--- src/rtl/zeus_bus_pkg.sv ---
// Shared types and constants for the Zeus CPU bus cycle controller.
package zeus_bus_pkg;

  typedef enum logic [2:0] {
    REG_RAM,
    REG_VRAM,
    REG_VIDEO,
    REG_IRQ,
    REG_SPI,
    REG_MMU,
    REG_EXT
  } region_t;

  typedef enum logic [1:0] {
    ST_IDLE,
    ST_WAIT,
    ST_ACTIVE
  } state_t;

  // Inclusive upper offsets of the on-chip I/O register blocks inside the I/O page
  localparam logic [7:0] OFF_VIDEO_HI = 8'h1F;
  localparam logic [7:0] OFF_IRQ_HI   = 8'h2F;
  localparam logic [7:0] OFF_SPI_HI   = 8'h3F;
  localparam logic [7:0] OFF_MMU_HI   = 8'h4F;

  localparam int SEL_VIDEO = 0;
  localparam int SEL_IRQ   = 1;
  localparam int SEL_SPI   = 2;
  localparam int SEL_MMU   = 3;
  localparam int SEL_RAM   = 4;
  localparam int SEL_VRAM  = 5;

  localparam logic [5:0] SEL_NONE = 6'h3F;

  // Active-low select vector for a region; EXT leaves every select high
  function automatic logic [5:0] sel_for(input region_t r);
    logic [5:0] sel;
    sel = SEL_NONE;
    case (r)
      REG_VIDEO: sel[SEL_VIDEO] = 1'b0;
      REG_IRQ:   sel[SEL_IRQ]   = 1'b0;
      REG_SPI:   sel[SEL_SPI]   = 1'b0;
      REG_MMU:   sel[SEL_MMU]   = 1'b0;
      REG_RAM:   sel[SEL_RAM]   = 1'b0;
      REG_VRAM:  sel[SEL_VRAM]  = 1'b0;
      default:   sel = SEL_NONE;
    endcase
    return sel;
  endfunction

  function automatic int max4(input int a, input int b, input int c, input int d);
    int m;
    m = a;
    if (b > m) m = b;
    if (c > m) m = c;
    if (d > m) m = d;
    return m;
  endfunction

endpackage

--- src/rtl/bus_region_decode.sv ---
// Combinational decode of a 24-bit CPU bank:address into the region it targets.
module bus_region_decode
  import zeus_bus_pkg::*;
#(
  parameter logic [15:0] IO_PAGE      = 16'hFE00,
  parameter logic [7:0]  VRAM_BANK_LO = 8'h10,
  parameter logic [7:0]  VRAM_BANK_HI = 8'h1F
) (
  input  logic [23:0] cpu_addr,
  output region_t     region
);

  logic [7:0] bank;
  logic [7:0] page;
  logic [7:0] off;

  assign bank = cpu_addr[23:16];
  assign page = cpu_addr[15:8];
  assign off  = cpu_addr[7:0];

  // Anything in bank 00 outside the I/O page, or outside the VRAM banks, is RAM
  always_comb begin
    region = REG_RAM;
    if (bank >= VRAM_BANK_LO && bank <= VRAM_BANK_HI) begin
      region = REG_VRAM;
    end else if (bank == 8'h00 && page == IO_PAGE[15:8]) begin
      if (off <= OFF_VIDEO_HI)      region = REG_VIDEO;
      else if (off <= OFF_IRQ_HI)   region = REG_IRQ;
      else if (off <= OFF_SPI_HI)   region = REG_SPI;
      else if (off <= OFF_MMU_HI)   region = REG_MMU;
      else                          region = REG_EXT;
    end
  end

endmodule

--- src/rtl/bus_cycle_ctrl.sv ---
// CPU bus cycle sequencer: decodes each cycle to a region, drives the active-low
// selects and stretches the cycle with per-region wait states and VRAM arbitration.
module bus_cycle_ctrl
  import zeus_bus_pkg::*;
#(
  parameter logic [15:0] IO_PAGE      = 16'hFE00,
  parameter logic [7:0]  VRAM_BANK_LO = 8'h10,
  parameter logic [7:0]  VRAM_BANK_HI = 8'h1F,
  parameter int          WS_IO        = 1,
  parameter int          WS_RAM       = 0,
  parameter int          WS_VRAM      = 2,
  parameter int          WS_EXT       = 3
) (
  input  logic        clk,
  input  logic        reset_n,
  input  logic        cycle_start,
  input  logic        cycle_end,
  input  logic [23:0] cpu_addr,
  input  logic        read_write,
  input  logic        vram_busy,
  output logic        io_video_n,
  output logic        io_irq_n,
  output logic        io_spi_n,
  output logic        io_mmu_n,
  output logic        ram_cs_n,
  output logic        vram_cs_n,
  output logic        rw_latched,
  output logic        cpu_rdy,
  output logic        proto_err
);

  localparam int WS_MAX = max4(WS_IO, WS_RAM, WS_VRAM, WS_EXT);
  localparam int CW     = (WS_MAX > 0) ? $clog2(WS_MAX + 1) : 1;

  if (WS_IO > 15 || WS_RAM > 15 || WS_VRAM > 15 || WS_EXT > 15) begin : g_ws_range
    $error("bus_cycle_ctrl: wait-state parameters above 15 are not supported");
  end

  function automatic logic [CW-1:0] ws_for(input region_t r);
    case (r)
      REG_RAM:  return CW'(WS_RAM);
      REG_VRAM: return CW'(WS_VRAM);
      REG_EXT:  return CW'(WS_EXT);
      default:  return CW'(WS_IO);
    endcase
  endfunction

  region_t        region_d;
  region_t        region_q;
  state_t         state;
  logic [CW-1:0]  count;
  logic [CW-1:0]  count_dec;
  logic [CW-1:0]  ws_new;
  logic [5:0]     sel_n;
  logic           start_wait;
  logic           vram_block;
  logic           do_load;

  bus_region_decode #(
    .IO_PAGE      (IO_PAGE),
    .VRAM_BANK_LO (VRAM_BANK_LO),
    .VRAM_BANK_HI (VRAM_BANK_HI)
  ) u_decode (
    .cpu_addr (cpu_addr),
    .region   (region_d)
  );

  assign ws_new     = ws_for(region_d);
  assign start_wait = (ws_new != '0) || (region_d == REG_VRAM && vram_busy);
  assign count_dec  = (count == '0) ? '0 : count - CW'(1);
  assign vram_block = (region_q == REG_VRAM) && vram_busy;
  // Back-to-back cycles load straight from ACTIVE; a start during WAIT is a violation
  assign do_load    = cycle_start && (state != ST_WAIT);

  // The wait counter holds the wait clocks still owed, so cpu_rdy stays low for exactly WS clocks
  always_ff @(posedge clk or negedge reset_n) begin
    if (!reset_n) begin
      state      <= ST_IDLE;
      region_q   <= REG_RAM;
      count      <= '0;
      sel_n      <= SEL_NONE;
      rw_latched <= 1'b1;
      cpu_rdy    <= 1'b1;
      proto_err  <= 1'b0;
    end else begin
      proto_err <= (state == ST_WAIT && (cycle_start || cycle_end)) ||
                   (state == ST_IDLE && cycle_end && !cycle_start);
      if (do_load) begin
        region_q   <= region_d;
        sel_n      <= sel_for(region_d);
        rw_latched <= read_write;
        count      <= ws_new;
        state      <= start_wait ? ST_WAIT : ST_ACTIVE;
        cpu_rdy    <= !start_wait;
      end else if (state == ST_WAIT) begin
        count <= count_dec;
        if (count_dec == '0 && !vram_block) begin
          state   <= ST_ACTIVE;
          cpu_rdy <= 1'b1;
        end
      end else if (state == ST_ACTIVE && cycle_end) begin
        sel_n      <= SEL_NONE;
        rw_latched <= 1'b1;
        state      <= ST_IDLE;
      end
    end
  end

  assign io_video_n = sel_n[SEL_VIDEO];
  assign io_irq_n   = sel_n[SEL_IRQ];
  assign io_spi_n   = sel_n[SEL_SPI];
  assign io_mmu_n   = sel_n[SEL_MMU];
  assign ram_cs_n   = sel_n[SEL_RAM];
  assign vram_cs_n  = sel_n[SEL_VRAM];

endmodule
--- config.mk ---
export PLATFORM = sky130hd
export DESIGN_NAME = bus_cycle_ctrl
export DESIGN_NICKNAME = d
export VERILOG_FILES = /design/src/rtl/zeus_bus_pkg.sv /design/src/rtl/bus_region_decode.sv /design/src/rtl/bus_cycle_ctrl.sv
export SDC_FILE = /design/constraint.sdc
export NUM_CORES = 1
export LEC_CHECK = 0
export CORE_MARGIN = 2
export CORE_UTILIZATION = 42
export CTS_CLUSTER_SIZE = 14
export DETAILED_ROUTE_END_ITERATION = 12
export PLACE_DENSITY = 0.87
export SETUP_SLACK_MARGIN = 0.1
export SYNTH_ARGS = -nofsm -noshare
export SYNTH_HDL_FRONTEND = slang
export SYNTH_SLANG_ARGS = --single-unit
--- constraint.sdc ---
create_clock -name clk -period 2.76 [get_ports clk]
set_clock_uncertainty 0.15 [all_clocks]
set_input_delay 0.552 -clock clk [delete_from_list [all_inputs] [get_ports clk]]
set_output_delay 0.552 -clock clk [all_outputs]
set_load 0.01 [all_outputs]
==> run_results.csv <==
group,metric,value,unit
place,place_hpwl,1630,um
synth,ys_ff_latch,16,
synth,synth_cells,79,
finish,fill_cells,130,
global_route,grt_max_degree,17,
clock_tree,cts_resized,0,
clock_tree,htree_num_levels,1,
critical_path,crit_chain,"clkdlybuf4s50_1, or4_4, nor4_4, nand3_2, o32a_1",
timing,hold_viol_final,0,
timing,finalSetupTns,0,ps
floorplanning,fp.dieH,47.7,um
routing,ant_nets,0,
synth,async_flop_share,100,%
floorplanning,core.rowCount,15,
floorplanning,ioPinCount,39,
clock_tree,cts_buffers,3,
synth,yosysTopAreaCellShare,26.3,%
critical_path,slowest_delay,540,ps
timing,setup_viol,0,
routing,drt-met1-wl,877,um
clock_tree,cts_tree,"yes",
critical_path,crit_family,"simple AND/OR/NAND/NOR gates",
pwr,p_per_area,420,nW/um2
routing,met3_length,131,um
synth,syn-num-nets,109,
routing,vias,796,
critical_path,crit_arrival,2510,ps
clock_tree,clock-sinks,16,
global_route,grt_pass1_vias,795,
floorplanning,coreArea,1760,um2
timing,finalCriticalPeriod,2420,ps
floorplanning,die_w,47.7,um
clock_tree,clk_latency,300,ps
floorplanning,start_util,45.4,%
global_route,grt_pass1_wl,3460,um
synth,synth_area_leaders,"dfstp_2 26%, dfrtp_1 25%, nand2_1 4.7%, o21ai_0 3.8%, o32a_1 3.8%",
critical_path,cp.required,2840,ps
finish,nets,150,
pwr,p_leak,0.482,nW
clock_tree,cts_buffer_depth,2,
clock_tree,hold_buffers,0,
routing,viasPerCell,5.53,
synth,synth.avg_cell_area,10.1,um2
synth,yosysWarnings,0,
critical_path,path_buf_inv,1,
timing,slew_viol_final,0,
routing,drtIter0Drc,23,
synth,synth_edf_count,0,
critical_path,critPathCaptureType,"register",
synth,synthFlopType,"dfstp_2",
synth,synth.distinct_cells,31,
timing,finalCritPeriodShare,87.8,%
finish,area_growth,53.3,%
routing,wl_per_cell,14.9,um
finish,diodes,0,
synth,netlist_area,801,um2
critical_path,worst_setup_path_start_kind,"input pin",
run,max_cap_viol_count,0,
place,gp_congestion,0.821,
status,outcome,"finished, final reports clean",
routing,first_pass_iters,4,
routing,drc,0,
synth,synth_top_area_cell,"dfstp_2",
timing,relSlewSlack,53.8,%
pwr,ir_worst_vdd,0.000322,V
clock_tree,root_buffer,"clkbuf_4",
pwr,power.total,0.000515,W
critical_path,crit_type,"input pin to register",
global_route,gr-total-overflow,0,
clock_tree,postCtsSetupRepairBufs,0,
timing,worst_slew_pin_slew,691,ps
timing,rsz0062_at_grt,"no",
timing,max_freq,0.413,GHz
finish,final_layout_size_suffix_gt1_share,18.5,%
floorplanning,dieArea,2270,um2
routing,routed_wl,2150,um
routing,met2_wirelength,1090,um
synth,ys_seq_area_share,51.2,%
global_route,grt_usage,22.4,%
place,port_buffers,34,
clock_tree,clk_pin_slew,100,ps
critical_path,crit_fanout,5,
global_route,antenna_found_initial,0,
critical_path,slowest_stage,"or4_4",
min_path,hp-class,"register to register",
routing,top_layer,"met4",
## cells by family after synthesis
logic type	Yosys count	synth area share, %
flops	16	51.2
compound gates	24	20.6
mux	1	1.25
xor+xnor	1	1.09
simple gates	35	24.8
buf+inv	2	0.937
## flip-flops by register name, summed over array words and instances (netlist names)
name and count:
count 2, cpu_rdy 1, proto_err 1, region_q 3, rw_latched 1, sel_n 6
state 2
## area by class of cell
class	instances	area, um2	area share, %
Tap cell	25	31.3	2.55
Multi-Input combinational cell	61	383	31.2
Clock buffer	4	36.3	2.96
Timing Repair Buffer	37	363	29.6
Sequential cell	16	410	33.4
Inverter	1	3.75	0.306
## final timing paths
check                              from           to  slack (ps)  depth (start not counted)
max                        cpu_addr[17]     sel_n[0]         340                          5
min                         region_q[0]  region_q[0]         330                          2
max reg2reg                    state[1]     sel_n[0]        1050                          4
min reg2reg                 region_q[0]  region_q[0]         330                          2
max in group asynchronous       reset_n    proto_err        1510                          1
min in group asynchronous       reset_n  region_q[0]         510                          1
## worst reg2reg max path: stages, from the launching register on
cell and delay (ps):
dfrtp_1 410, nand2b_1 210, and2_1 320, nand3_2 170
o32a_1 390
## metrics by stage
step	setup slack, ps	utilization, %	instances	hold WS, ps	instance area [um2]
after global placement	70.4	67.5	140	308	1190
after global routing	262	69.6	144	381	1230
after floorplan	548	-	79	106	801
after detailed placement	30.5	67.5	140	315	1190
final	338	69.6	144	334	1230
after CTS	342	69.6	144	338	1230
## metal layers
metal / GRT usage (%) / vias to the layer above
met5: 0 / -
met4: 10.8 / 0
met3: 4.15 / 7
met2: 35.9 / 38
met1: 29.1 / 373
li1: - / 378
## cell usage in the layout, fill, tap and decap left out, types with 2 or more instances in the layout
| cell | count |
|---|---|
| clkdlybuf4s50_1 | 34 |
| nand2_1 | 10 |
| nor2_1 | 8 |
| dfrtp_1 | 8 |
| dfstp_2 | 8 |
| o21ai_0 | 6 |
| nand2b_1 | 3 |
| a31oi_1 | 3 |
| a21oi_1 | 3 |
| o32a_1 | 3 |
| clkbuf_4 | 3 |
| buf_4 | 3 |
| nand4_1 | 2 |
| nand3_1 | 2 |
| nor3_1 | 2 |
| o22ai_1 | 2 |
| o22a_1 | 2 |
## cells in the mapped netlist (all sizes together) (2+ instances only)
master,count
o32a,3
nor2,8
dfstp,8
o21ai,7
a21oi,3
nand4,2
o22a,2
dfrtp,8
a31oi,3
o22ai,2
nand2b,3
nand2,10
nand3,3
nor3,2
## power breakdown
| part | internal, W | leakage [nW] | total [W] | switching, W |
|---|---|---|---|---|
| sequential | 0.000247 | 0.192 | 0.000253 | 0.00000594 |
| clock | 0.0000805 | 0.0210 | 0.000161 | 0.0000802 |
| combinational | 0.0000580 | 0.269 | 0.000101 | 0.0000432 |
Power figures use the tool's default switching activity.
